File: config.mk
export PLATFORM = sky130hd
export DESIGN_NAME = mantissa_normalizer_flat
export DESIGN_NICKNAME = d
export VERILOG_FILES = /design/src/rtl/mantissa_normalizer_if.sv /design/src/rtl/mantissa_normalizer.sv /design/src/flat_wrapper.sv
export SDC_FILE = /design/constraint.sdc
export NUM_CORES = 1
export LEC_CHECK = 0
export CAP_MARGIN = 20
export CORE_MARGIN = 2
export CORE_UTILIZATION = 57
export CTS_BUF_LIST = sky130_fd_sc_hd__clkbuf_4 sky130_fd_sc_hd__clkbuf_8
export CTS_CLUSTER_SIZE = 10
export DETAILED_ROUTE_END_ITERATION = 6
export GPL_ROUTABILITY_DRIVEN = 0
export GPL_TIMING_DRIVEN = 0
export PLACE_DENSITY = 0.87
export SETUP_SLACK_MARGIN = 0.4
export SLEW_MARGIN = 0
export SYNTH_ARGS = -nofsm -noshare
export SYNTH_HDL_FRONTEND = slang
export SYNTH_SLANG_ARGS = --single-unit
File: constraint.sdc
create_clock -name clk -period 8.4 [get_ports clk]
set_clock_uncertainty 0.2 [all_clocks]
set_input_delay 1.68 -clock clk [delete_from_list [all_inputs] [get_ports clk]]
set_output_delay 1.68 -clock clk [all_outputs]
set_load 0.01 [all_outputs]
File: src/rtl/mantissa_normalizer_if.sv
// Operand/result handshake bundle for mantissa_normalizer.
// The slave modport is the normalizer's view. The master modport is the driver/consumer view.
interface mantissa_normalizer_if;
  logic        in_valid;
  logic        in_ready;
  logic [23:0] mant_in;
  logic [7:0]  exp_in;
  logic        out_valid;
  logic        out_ready;
  logic [23:0] mant_out;
  logic [7:0]  exp_out;
  logic [4:0]  sh_out;
  logic        zero;
  logic        underflow;

  modport slave (
    input  in_valid, mant_in, exp_in, out_ready,
    output in_ready, out_valid, mant_out, exp_out, sh_out, zero, underflow
  );

  modport master (
    output in_valid, mant_in, exp_in, out_ready,
    input  in_ready, out_valid, mant_out, exp_out, sh_out, zero, underflow
  );
endinterface

File: src/rtl/mantissa_normalizer.sv
// Five-stage (16/8/4/2/1) iterative mantissa normalizer.
// The left shift is limited by the biased exponent, so the block yields denormals instead of wrapping the exponent.
module mantissa_normalizer (
  input  logic                        clk,
  input  logic                        rst_n,
  mantissa_normalizer_if.slave        bus
);
  localparam logic [1:0] ST_IDLE  = 2'd0;
  localparam logic [1:0] ST_SHIFT = 2'd1;
  localparam logic [1:0] ST_DONE  = 2'd2;
  localparam logic [2:0] LAST_STAGE = 3'd4;

  logic [1:0]  r_state;
  logic [23:0] r_mant;
  logic [7:0]  r_exp;
  logic [4:0]  r_acc;
  logic [2:0]  r_stage;
  logic        r_zero_cap;

  logic        r_in_ready;
  logic        r_out_valid;
  logic [23:0] r_mant_out;
  logic [7:0]  r_exp_out;
  logic [4:0]  r_sh_out;
  logic        r_zero;
  logic        r_underflow;

  logic [4:0]  w_k;
  logic        w_top_zero;
  logic        w_fits;
  logic        w_do_shift;
  logic [23:0] w_mant_nxt;
  logic [4:0]  w_acc_nxt;
  logic [23:0] w_mant_res;
  logic [7:0]  w_exp_res;
  logic [4:0]  w_sh_res;
  logic        w_uf_res;

  // Current stage: shift by k when the top k bits are clear and the exponent budget allows it
  always_comb begin
    w_k        = 5'd1;
    w_top_zero = 1'b0;
    case (r_stage)
      3'd0: begin w_k = 5'd16; w_top_zero = (r_mant[23:8]  == 16'd0); end
      3'd1: begin w_k = 5'd8;  w_top_zero = (r_mant[23:16] == 8'd0);  end
      3'd2: begin w_k = 5'd4;  w_top_zero = (r_mant[23:20] == 4'd0);  end
      3'd3: begin w_k = 5'd2;  w_top_zero = (r_mant[23:22] == 2'd0);  end
      3'd4: begin w_k = 5'd1;  w_top_zero = ~r_mant[23];              end
      default: begin w_k = 5'd1; w_top_zero = 1'b0; end
    endcase
    w_fits     = ({4'd0, r_acc} + {4'd0, w_k}) <= {1'b0, r_exp};
    w_do_shift = w_top_zero & w_fits;
    if (w_do_shift) begin
      w_mant_nxt = r_mant << w_k;
      w_acc_nxt  = r_acc + w_k;
    end else begin
      w_mant_nxt = r_mant;
      w_acc_nxt  = r_acc;
    end
    // A zero operand reports all-zero fields regardless of what the stages did
    if (r_zero_cap) begin
      w_mant_res = 24'd0;
      w_exp_res  = 8'd0;
      w_sh_res   = 5'd0;
      w_uf_res   = 1'b0;
    end else begin
      w_mant_res = w_mant_nxt;
      w_exp_res  = r_exp - {3'd0, w_acc_nxt};
      w_sh_res   = w_acc_nxt;
      w_uf_res   = ~w_mant_nxt[23];
    end
  end

  // Control FSM and working datapath
  always_ff @(posedge clk or negedge rst_n) begin
    if (!rst_n) begin
      r_state    <= ST_IDLE;
      r_mant     <= 24'd0;
      r_exp      <= 8'd0;
      r_acc      <= 5'd0;
      r_stage    <= 3'd0;
      r_zero_cap <= 1'b0;
    end else begin
      case (r_state)
        ST_IDLE: begin
          if (bus.in_valid) begin
            r_mant     <= bus.mant_in;
            r_exp      <= bus.exp_in;
            r_zero_cap <= (bus.mant_in == 24'd0);
            r_acc      <= 5'd0;
            r_stage    <= 3'd0;
            r_state    <= ST_SHIFT;
          end
        end
        ST_SHIFT: begin
          r_mant  <= w_mant_nxt;
          r_acc   <= w_acc_nxt;
          r_stage <= r_stage + 3'd1;
          if (r_stage == LAST_STAGE) begin
            r_state <= ST_DONE;
          end
        end
        ST_DONE: begin
          if (bus.out_ready) begin
            r_state <= ST_IDLE;
          end
        end
        default: r_state <= ST_IDLE;
      endcase
    end
  end

  // Registered handshake and result fields
  always_ff @(posedge clk or negedge rst_n) begin
    if (!rst_n) begin
      r_in_ready  <= 1'b1;
      r_out_valid <= 1'b0;
      r_mant_out  <= 24'd0;
      r_exp_out   <= 8'd0;
      r_sh_out    <= 5'd0;
      r_zero      <= 1'b0;
      r_underflow <= 1'b0;
    end else begin
      case (r_state)
        ST_IDLE: begin
          if (bus.in_valid) begin
            r_in_ready <= 1'b0;
          end
        end
        ST_SHIFT: begin
          if (r_stage == LAST_STAGE) begin
            r_out_valid <= 1'b1;
            r_mant_out  <= w_mant_res;
            r_exp_out   <= w_exp_res;
            r_sh_out    <= w_sh_res;
            r_zero      <= r_zero_cap;
            r_underflow <= w_uf_res;
          end
        end
        ST_DONE: begin
          if (bus.out_ready) begin
            r_out_valid <= 1'b0;
            r_in_ready  <= 1'b1;
          end
        end
        default: begin
          r_in_ready  <= 1'b1;
          r_out_valid <= 1'b0;
        end
      endcase
    end
  end

  assign bus.in_ready  = r_in_ready;
  assign bus.out_valid = r_out_valid;
  assign bus.mant_out  = r_mant_out;
  assign bus.exp_out   = r_exp_out;
  assign bus.sh_out    = r_sh_out;
  assign bus.zero      = r_zero;
  assign bus.underflow = r_underflow;
endmodule

File: src/flat_wrapper.sv
// flat-port wrapper written by rule: the top's interface ports become plain ports
module mantissa_normalizer_flat 
  (clk, rst_n, bus_in_valid, bus_mant_in, bus_exp_in, bus_out_ready, bus_in_ready, bus_out_valid, bus_mant_out, bus_exp_out, bus_sh_out, bus_zero, bus_underflow);
  mantissa_normalizer_if bus_i ();
  input  logic clk;
  input  logic rst_n;
  input wire logic [$bits(bus_i.in_valid)-1:0] bus_in_valid;
  input wire logic [$bits(bus_i.mant_in)-1:0] bus_mant_in;
  input wire logic [$bits(bus_i.exp_in)-1:0] bus_exp_in;
  input wire logic [$bits(bus_i.out_ready)-1:0] bus_out_ready;
  output wire logic [$bits(bus_i.in_ready)-1:0] bus_in_ready;
  output wire logic [$bits(bus_i.out_valid)-1:0] bus_out_valid;
  output wire logic [$bits(bus_i.mant_out)-1:0] bus_mant_out;
  output wire logic [$bits(bus_i.exp_out)-1:0] bus_exp_out;
  output wire logic [$bits(bus_i.sh_out)-1:0] bus_sh_out;
  output wire logic [$bits(bus_i.zero)-1:0] bus_zero;
  output wire logic [$bits(bus_i.underflow)-1:0] bus_underflow;
  assign bus_i.in_valid = bus_in_valid;
  assign bus_i.mant_in = bus_mant_in;
  assign bus_i.exp_in = bus_exp_in;
  assign bus_i.out_ready = bus_out_ready;
  assign bus_in_ready = bus_i.in_ready;
  assign bus_out_valid = bus_i.out_valid;
  assign bus_mant_out = bus_i.mant_out;
  assign bus_exp_out = bus_i.exp_out;
  assign bus_sh_out = bus_i.sh_out;
  assign bus_zero = bus_i.zero;
  assign bus_underflow = bus_i.underflow;
  mantissa_normalizer u_core (.clk(clk), .rst_n(rst_n), .bus(bus_i));
endmodule
# Yosys cells after proc, flatten, opt, wreduce, memory -nomap -nowiden
# Index checks and enable logic that the tools add are counted.
dict set report totals {
  word_cells 71
  reg_bits 84
  inputBits 36
  output_inout_bits 41
}
dict set report classes {
  magnitude_cmp 1
  bitwise 5
  n_eq_ne 9
  n_shift 1
  addsub 4
  n_mux 24
  n_reduce_logical 14
}
# op count
set ops {}
lappend ops {{24-bit two-way mux} 3}
lappend ops {{24-bit case mux with 2 select lines} 1}
lappend ops {{24-bit zero test} 1}
lappend ops {{24-bit by 5-bit left shift with 24-bit output} 1}
lappend ops {{5-bit case mux with 4 select lines} 1}
lappend ops {{16-bit zero test} 1}
lappend ops {{5-bit two-way mux} 3}
lappend ops {{5-bit case mux with 2 select lines} 1}
lappend ops {{9-bit by 8-bit <= comparator with 1-bit output} 1}
lappend ops {{3-bit AND reduction} 3}
lappend ops {{8-bit zero test} 1}
lappend ops {{8-bit two-way mux} 1}
lappend ops {{8-bit by 5-bit subtractor with 8-bit output} 1}
lappend ops {{5-bit by 5-bit adder with 6-bit output} 1}
lappend ops {{3-bit by 2-bit equality test with 1-bit output (second input constant)} 2}
lappend ops {{2-bit two-way mux} 3}
lappend ops {{1-bit case mux with 3 select lines} 2}
lappend ops {{2-bit case mux with 3 select lines} 1}
lappend ops {{3-bit case mux with 2 select lines} 1}
lappend ops {{2-bit AND reduction} 3}
lappend ops {{5-bit adder} 1}
lappend ops {{1-bit two-way mux} 5}
lappend ops {{1-bit case mux with 5 select lines} 1}
lappend ops {{2-bit zero test} 2}
lappend ops {{other kinds (13)} 17}

# Depth between registers and ports, before layout
# Gate-level depths: netlist of run 1.
dict set report depth {
  depth_word 8
  mapped_depth 33
  depth_no_buf 28
}

# Least setup slack after synthesis of run 1
# OpenSTA, ideal clock, no wires.
dict set report synth_path {
  kind {register -> register}
  start {register u_core.r_stage[0]}
  end {register u_core.r_exp_out[6] (netlist: u_core.bus.exp_out[6])}
  n_path_buf 6
  setup_time_ps 133
  path_stages_with_launch 34
  synth_period_minus_slack_ps 5853
  arrival_time_ps 5520
  setup_slack_ps 2547
  required_time_ps 8067
  path_cell_list {dfrtp_1 > inv_1 > ha_1 > buf_6 > o21ba_2 > buf_4 > nor3_4 > buf_6 > ha_1 > inv_1 > fa_1 > inv_1 > a21o_1 > a21oi_1 > xnor2_1 > ha_1 > a21o_1 > a21oi_1 > nor2_1 > o221a_2 > or2_1 > buf_2 > buf_4 > buf_6 > a21oi_1 > inv_1 > ha_1 > fa_1 > nor2b_1 > o21ai_0 > nand2b_1 > a211oi_1 > xnor2_1 > o21ai_0}
}
dict set report synth_between {
  elab_chain_cells 8
  word_cells_on_any_way 15
  classes_between {add/sub: 3; order compare: 1; eq/ne: 4; mux: 4; bitwise: 1; reduce/logical: 2}
}
# item line
set synth_lines {}
lappend synth_lines {{from (decl)} mantissa_normalizer.sv:17} ;# logic [2:0] r_stage;
lappend synth_lines {{from (signal assigned)} mantissa_normalizer.sv:98} ;# r_stage <= r_stage + 3'd1;
lappend synth_lines {{3-bit by 2-bit equality test with 1-bit output, or another cell as far along} mantissa_normalizer.sv:43} ;# case (r_stage)
lappend synth_lines {{5-bit case mux with 4 select lines} mantissa_normalizer.sv:43}
lappend synth_lines {{5-bit by 5-bit adder with 6-bit output} mantissa_normalizer.sv:51} ;# w_fits = ({4'd0, r_acc} + {4'd0, w_k}) <= {1'b0, r_exp};
lappend synth_lines {{9-bit by 8-bit <= comparator with 1-bit output} mantissa_normalizer.sv:51}
lappend synth_lines {{1-bit AND} mantissa_normalizer.sv:52} ;# w_do_shift = w_top_zero & w_fits;
lappend synth_lines {{5-bit two-way mux} mantissa_normalizer.sv:53} ;# if (w_do_shift) begin
lappend synth_lines {{8-bit by 5-bit subtractor with 8-bit output} mantissa_normalizer.sv:68} ;# w_exp_res = r_exp - {3'd0, w_acc_nxt};
lappend synth_lines {{8-bit two-way mux} mantissa_normalizer.sv:61} ;# if (r_zero_cap) begin
lappend synth_lines {{to (signal assigned)} mantissa_normalizer.sv:134} ;# r_exp_out <= w_exp_res;
lappend synth_lines {{to (decl)} mantissa_normalizer.sv:23} ;# logic [7:0] r_exp_out;
# Several ways; a longest one is shown, not always the timed one.
# A chain may end at the register's enable or synchronous reset.

# Worst setup path in the final report of run 1
dict set report layout_path {
  start {register u_core.r_stage[0]}
  end {register u_core.r_exp_out[5] (netlist: u_core.bus.exp_out[5])}
}
# The elaborated chain is that of the path after synthesis.

==> results.json, run 1 <==
{
  "status": "finished with violations",
  "violations": "design-rule violations",
  "rsz0062_at_grt": "false",
  "final_max_slew_viol_count": 0,
  "die_h_um": 102,
  "grt_pass1_vias": 5257,
  "final.setup.tns_ps": 0,
  "power_density_mw_per_mm2": 464,
  "final_antenna_net_count": 0,
  "n_antenna_cell": 0,
  "drc": 6,
  "dp_hpwl_mm": 12.5,
  "synth_ff_type": "dfrtp_1",
  "postCtsSetupBuffers": 0,
  "period_needed_ps": 6910,
  "path_max_fanout": 10,
  "cts-hold-fix-buffers": 0,
  "slew_headroom_pct": 51.5,
  "dr.pass1.iters": 7,
  "fmax_mhz": 145,
  "hp-class": "reg -> reg",
  "avgSynthCellArea_sq_um": 9.73,
  "start_kind": "flip-flop",
  "root_buffer": "clkbuf_8",
  "place_area_sq_mm": 0.00645,
  "async_flop_share_pct": 100,
  "synth_area_sq_mm": 0.00551,
  "ys_warn_count": 0,
  "fillerInstances": 691,
  "ir_worst_vdd_mv": 0.194,
  "slowest_delay_ps": 430,
  "yosysSeqAreaShare_pct": 38.2,
  "drt_first_iter_violations": 878,
  "area_growth_syn_to_layout_pct": 20.5,
  "numCtsBuffers": 9,
  "synth_cell_types": 64,
  "vias": 5310,
  "maxCapViolCount": 0,
  "cp-end-kind": "flip-flop",
  "arrival_ps": 6940,
  "dp_cells": 772,
  "io_buffer_count": 76,
  "setup_viol": 0,
  "grt.total_usage_pct": 33.7,
  "fin_area_sq_mm": 0.00664,
  "core-area_sq_mm": 0.00928,
  "final_cells": 789,
  "post_cts_resized": 0,
  "multi_input_area_sq_mm": 0.00310,
  "fin_util_pct": 71.5,
  "final_common_cell": "dfrtp_1",
  "synth_edf_count": 0,
  "h-tree-depth": 3,
  "start_util_pct": 59.3,
  "grt_max_degree": 50,
  "finalHoldViolations": 0,
  "grt-ovfl-total": 0,
  "ys_ff_latch": 84,
  "drive_gt1_share_pct": 8.94,
  "rows": 35,
  "clk_latency_ps": 360,
  "total_power_uw": 3080,
  "avgRoutedWirePerCell_um": 21.5,
  "slowest_stage": "dfrtp_1",
  "worstPathRequired_ps": 8430,
  "clk_pin_slew_ps": 80,
  "postSynthNetCount": 627,
  "die_area_sq_mm": 0.0105,
  "cts_buffer_depth": 2,
  "grt_pass1_wl_mm": 26.7,
  "dieWidth_um": 102,
  "ios": 77,
  "nNetsFinal": 716,
  "leakage_uw": 0.00294,
  "synthCells": 566,
  "routed_wl_mm": 17.0,
  "post-route-period-util_pct": 82.2,
  "final_cell_mix": "dfrtp_1 (83), nand2_1 (77), clkdlybuf4s50_1 (75)",
  "worstMarginPinSlew_ps": 727,
  "ff_latch_area_sq_mm": 0.00210,
  "routed_via_density": 6.73,
  "cts_tree": "built",
  "critical_path_class": "reg -> reg",
  "antenna_found_initial": 0,
  "cts.sinks": 84
}
## where the power goes
| part | switching (uW) | internal [uW] | total (uW) | leakage (uW) |
|---|---|---|---|---|
| Sequential | 185 | 579 | 764 | 0.00106 |
| Combinational | 1160 | 880 | 2040 | 0.00179 |
| Clock | 149 | 121 | 271 | 0.0000892 |
## sequential cells by signal, summed over array words and instances, names as in the netlist, 2 cells and up
signal and count:
u_core.bus.mant_out 24, u_core.r_mant 24, u_core.bus.exp_out 8, u_core.r_exp 8, u_core.bus.sh_out 5, u_core.r_acc 5, u_core.r_stage 3, u_core.r_state 2
## area by class of cell
cell class / instances / share of cell area [%]
Multi-Input combinational cell: 419 / 46.7
Sequential cell: 84 / 31.7
Timing Repair Buffer: 78 / 11.9
Buffer: 35 / 2.87
Tap cell: 129 / 2.43
Clock buffer: 12 / 2.30
Inverter: 28 / 1.66
Clock inverter: 4 / 0.377
## synthesized netlist by cell type, drive strengths merged, types with 3 or more instances
library cell,instances,share of area (%)
nand2b,6,0.68
o22ai,7,0.80
dfrtp,83,38
and2,6,0.68
xnor2,7,1.1
mux2i,24,4.4
a211oi,3,0.41
mux4,21,9.1
o31ai,10,1.4
nand4,4,0.45
inv,26,1.9
buf,12,1.9
mux2,3,0.61
a21o,6,0.82
a221o,9,1.6
nor2b,10,1.1
and3,7,0.80
nor2,19,1.3
clkbuf,23,1.6
a21oi,28,2.5
nor3,7,0.84
nand3,10,0.91
o221a,4,0.82
o21ai,63,5.7
a32oi,5,0.80
ha,23,5.2
or3,3,0.34
nand2,77,5.3
a22oi,9,1.2
nor4,11,1.3
a22o,4,0.64
## logic make-up (layout without fill, tap and decap cells)
family / after synthesis / after routing / synth area share [%]
adders and majority gates: 25 / 25 / 5.95
and+or+nand+nor: 172 / 172 / 15.4
buffers and inverters: 63 / 157 / 5.45
xor gates and xnor gates: 7 / 7 / 1.11
AOI/OAI and AO/OA: 167 / 167 / 19.8
muxes: 48 / 48 / 14.0
DFF: 84 / 84 / 38.2
## worst max-delay path: cells and delay by family, from the launching register on
kind                     cells  cell delay, ps
adder cells (fa/ha/maj)      5            1400
buffers and inverters        8            1150
AND/OR/NAND/NOR              5            1050
flip-flops                   1             430
AO/OA/AOI/OAI               11            2130
XOR/XNOR                     2             390
## through the flow
step,worst slack (ps),hold WS (ps)
detailed placement,1610,269
global route,1110,308
finish,1490,284
CTS,1590,288
global placement,1830,262
floorplan,2550,298
## layer usage
metal,wire (um),vias up,global-route usage (%)
li1,-,2287,-
met1,6520,2507,44.3
met2,7690,416,52.1
met3,2050,100,9.37
met4,729,0,15.9
met5,0,-,0
## path summary, 6_finish.rpt
check / end / slack, ps / cells after the start / startpoint
max: u_core.bus.exp_out[5]$_DFFE_PN0P_ / 1490 / 31 / u_core.r_stage[0]$_DFFE_PN0P_
max reg2reg: u_core.bus.exp_out[5]$_DFFE_PN0P_ / 1490 / 31 / u_core.r_stage[0]$_DFFE_PN0P_
min in group asynchronous: u_core.bus.exp_out[6]$_DFFE_PN0P_ / 1070 / 1 / rst_n
min reg2reg: u_core.bus.mant_out[13]$_DFFE_PN0P_ / 280 / 2 / u_core.bus.mant_out[13]$_DFFE_PN0P_
max in group asynchronous: u_core.bus.in_ready$_DFFE_PN1P_ / 6270 / 2 / rst_n
min: u_core.bus.mant_out[13]$_DFFE_PN0P_ / 280 / 2 / u_core.bus.mant_out[13]$_DFFE_PN0P_
Note: power is estimated with default switching activity, not from simulation.
==> run 2: changes to the inputs <==
==> constraint.sdc (replaced) <==
create_clock -name clk -period 6.8 [get_ports clk]
set_clock_uncertainty 0.2 [all_clocks]
set_input_delay 1.36 -clock clk [delete_from_list [all_inputs] [get_ports clk]]
set_output_delay 1.36 -clock clk [all_outputs]
set_load 0.01 [all_outputs]
==> results.json, run 2 (same netlist as run 1, synthesis figures left out) <==
{
  "status": "finished with violations",
  "violations": "design-rule violations",
  "clk_latency_ps": 360,
  "dieWidth_um": 102,
  "final_common_cell": "dfrtp_1",
  "cts_buffer_depth": 2,
  "grt_max_degree": 50,
  "cp_num_buf_inv": 9,
  "grt.total_usage_pct": 34.3,
  "slowest_delay_ps": 450,
  "fin_area_sq_mm": 0.00676,
  "r2r_start": "u_core.r_stage[0]$_DFFE_PN0P_",
  "h-tree-depth": 3,
  "die_h_um": 102,
  "cp-startpoint": "u_core.r_stage[0]$_DFFE_PN0P_",
  "worstMarginPinSlew_ps": 734,
  "post-route-period-util_pct": 93.0,
  "root_buffer": "clkbuf_8",
  "final_antenna_net_count": 0,
  "hp-start": "u_core.bus.mant_out[13]$_DFFE_PN0P_",
  "slew_headroom_pct": 51.0,
  "grt_pass1_wl_mm": 27.1,
  "antenna_found_initial": 0,
  "period_needed_ps": 6320,
  "arrival_ps": 6350,
  "numCtsBuffers": 9,
  "critical_path_class": "reg -> reg",
  "fmax_mhz": 158,
  "final_max_slew_viol_count": 0,
  "power_density_mw_per_mm2": 585,
  "avgRoutedWirePerCell_um": 22.2,
  "slowest_stage": "dfrtp_2",
  "final.setup.tns_ps": 0,
  "worstPathRequired_ps": 6830,
  "finalHoldViolations": 0,
  "io_buffer_count": 76,
  "clk_pin_slew_ps": 90,
  "vias": 5489,
  "cts_tree": "built",
  "start_kind": "flip-flop",
  "leakage_uw": 0.00299,
  "hp-class": "reg -> reg",
  "path_max_fanout": 10,
  "routed_wl_mm": 17.8,
  "cts.sinks": 84,
  "ir_worst_vdd_mv": 0.242,
  "die_area_sq_mm": 0.0105,
  "rsz0062_at_grt": "false",
  "grt-ovfl-total": 0,
  "crit_family": "adder cells",
  "dr.pass1.iters": 7,
  "drive_gt1_share_pct": 11.8,
  "drt_first_iter_violations": 1024,
  "cp-end-kind": "flip-flop",
  "n_antenna_cell": 0,
  "fillerInstances": 665,
  "cts-hold-fix-buffers": 0,
  "drc": 61,
  "path_common_cell": "ha_1",
  "setup_viol": 0,
  "start_util_pct": 59.3,
  "rows": 35,
  "place_area_sq_mm": 0.00645,
  "dp_hpwl_mm": 12.5,
  "core-area_sq_mm": 0.00928,
  "final_cell_mix": "dfrtp_1 (82), nand2_1 (77), clkdlybuf4s50_1 (75)",
  "nNetsFinal": 726,
  "area_growth_syn_to_layout_pct": 22.7,
  "grt_pass1_vias": 5297,
  "routed_via_density": 6.87,
  "ios": 77,
  "maxCapViolCount": 0
}
## run 2: cell count changes in the layout (fill, tap and decap cells not counted), moves of 2 or more
cell	previous run	this run
fa_2	0	2
fa_1	2	0
a21oi_2	0	2
a21oi_1	28	25
buf_4	6	16
## run 2: final timing paths
path / end / slack, ps / depth (start not counted)
max: u_core.bus.exp_out[6]$_DFFE_PN0P_ / 480 / 32
min: u_core.bus.mant_out[13]$_DFFE_PN0P_ / 290 / 2
max reg2reg: u_core.bus.exp_out[6]$_DFFE_PN0P_ / 480 / 32
min reg2reg: u_core.bus.mant_out[13]$_DFFE_PN0P_ / 290 / 2
max in group asynchronous: u_core.bus.in_ready$_DFFE_PN1P_ / 4980 / 2
min in group asynchronous: u_core.bus.exp_out[6]$_DFFE_PN0P_ / 750 / 1
## run 2: cell type report
| class | instances | area [sq um] | share of cell area [%] |
|---|---|---|---|
| sequential | 84 | 2100 | 31.2 |
| clock buffer | 12 | 153 | 2.26 |
| timing repair buffer | 88 | 866 | 12.8 |
| multi-input combinational | 419 | 3140 | 46.5 |
| clock inverter | 4 | 25.0 | 0.370 |
| buffer | 35 | 194 | 2.87 |
| inverter | 28 | 111 | 1.65 |
| tap | 129 | 161 | 2.39 |
## run 2: report_power, final
group          total (uW)  leakage, uW  internal (uW)  switching [uW]
registers             949      0.00105            716             233
clock network         333    0.0000892            150             184
logic                2670      0.00185           1160            1510
## run 2: stage by stage
stage          util [%]  total power (uW)  hold slack, ps  setup WS [ps]  instances
2_1_floorplan         -              2540             298            947        566
3_3_place_gp       69.2              3230             262            232        771
3_5_place_dp       69.5              3350             269           12.8        772
4_1_cts            71.8              3720             288            433        792
5_1_grt            72.8              4140             308            249        799
6_report           72.8              3950             285            477        799
## run 2: repair_timing
item	4_1_cts	5_1_grt
resized for setup	3	11
buffers inserted	4	6
setup endpoints to repair	4	4
pin swaps	1	5
cloned	0	0
endpoints found under the hold margin	0	0
## run 2: routing by layer
layer,wire (um),GRT usage (%)
met2,7950,52.3
met4,896,16.2
met5,0,0
met1,6590,45.0
met3,2320,10.6
## run 2: tightest hold or removal path, cell delays in order, from the launching register on
cell,delay [ps]
dfrtp_1,350
nand2_1,50
o21ai_0,60
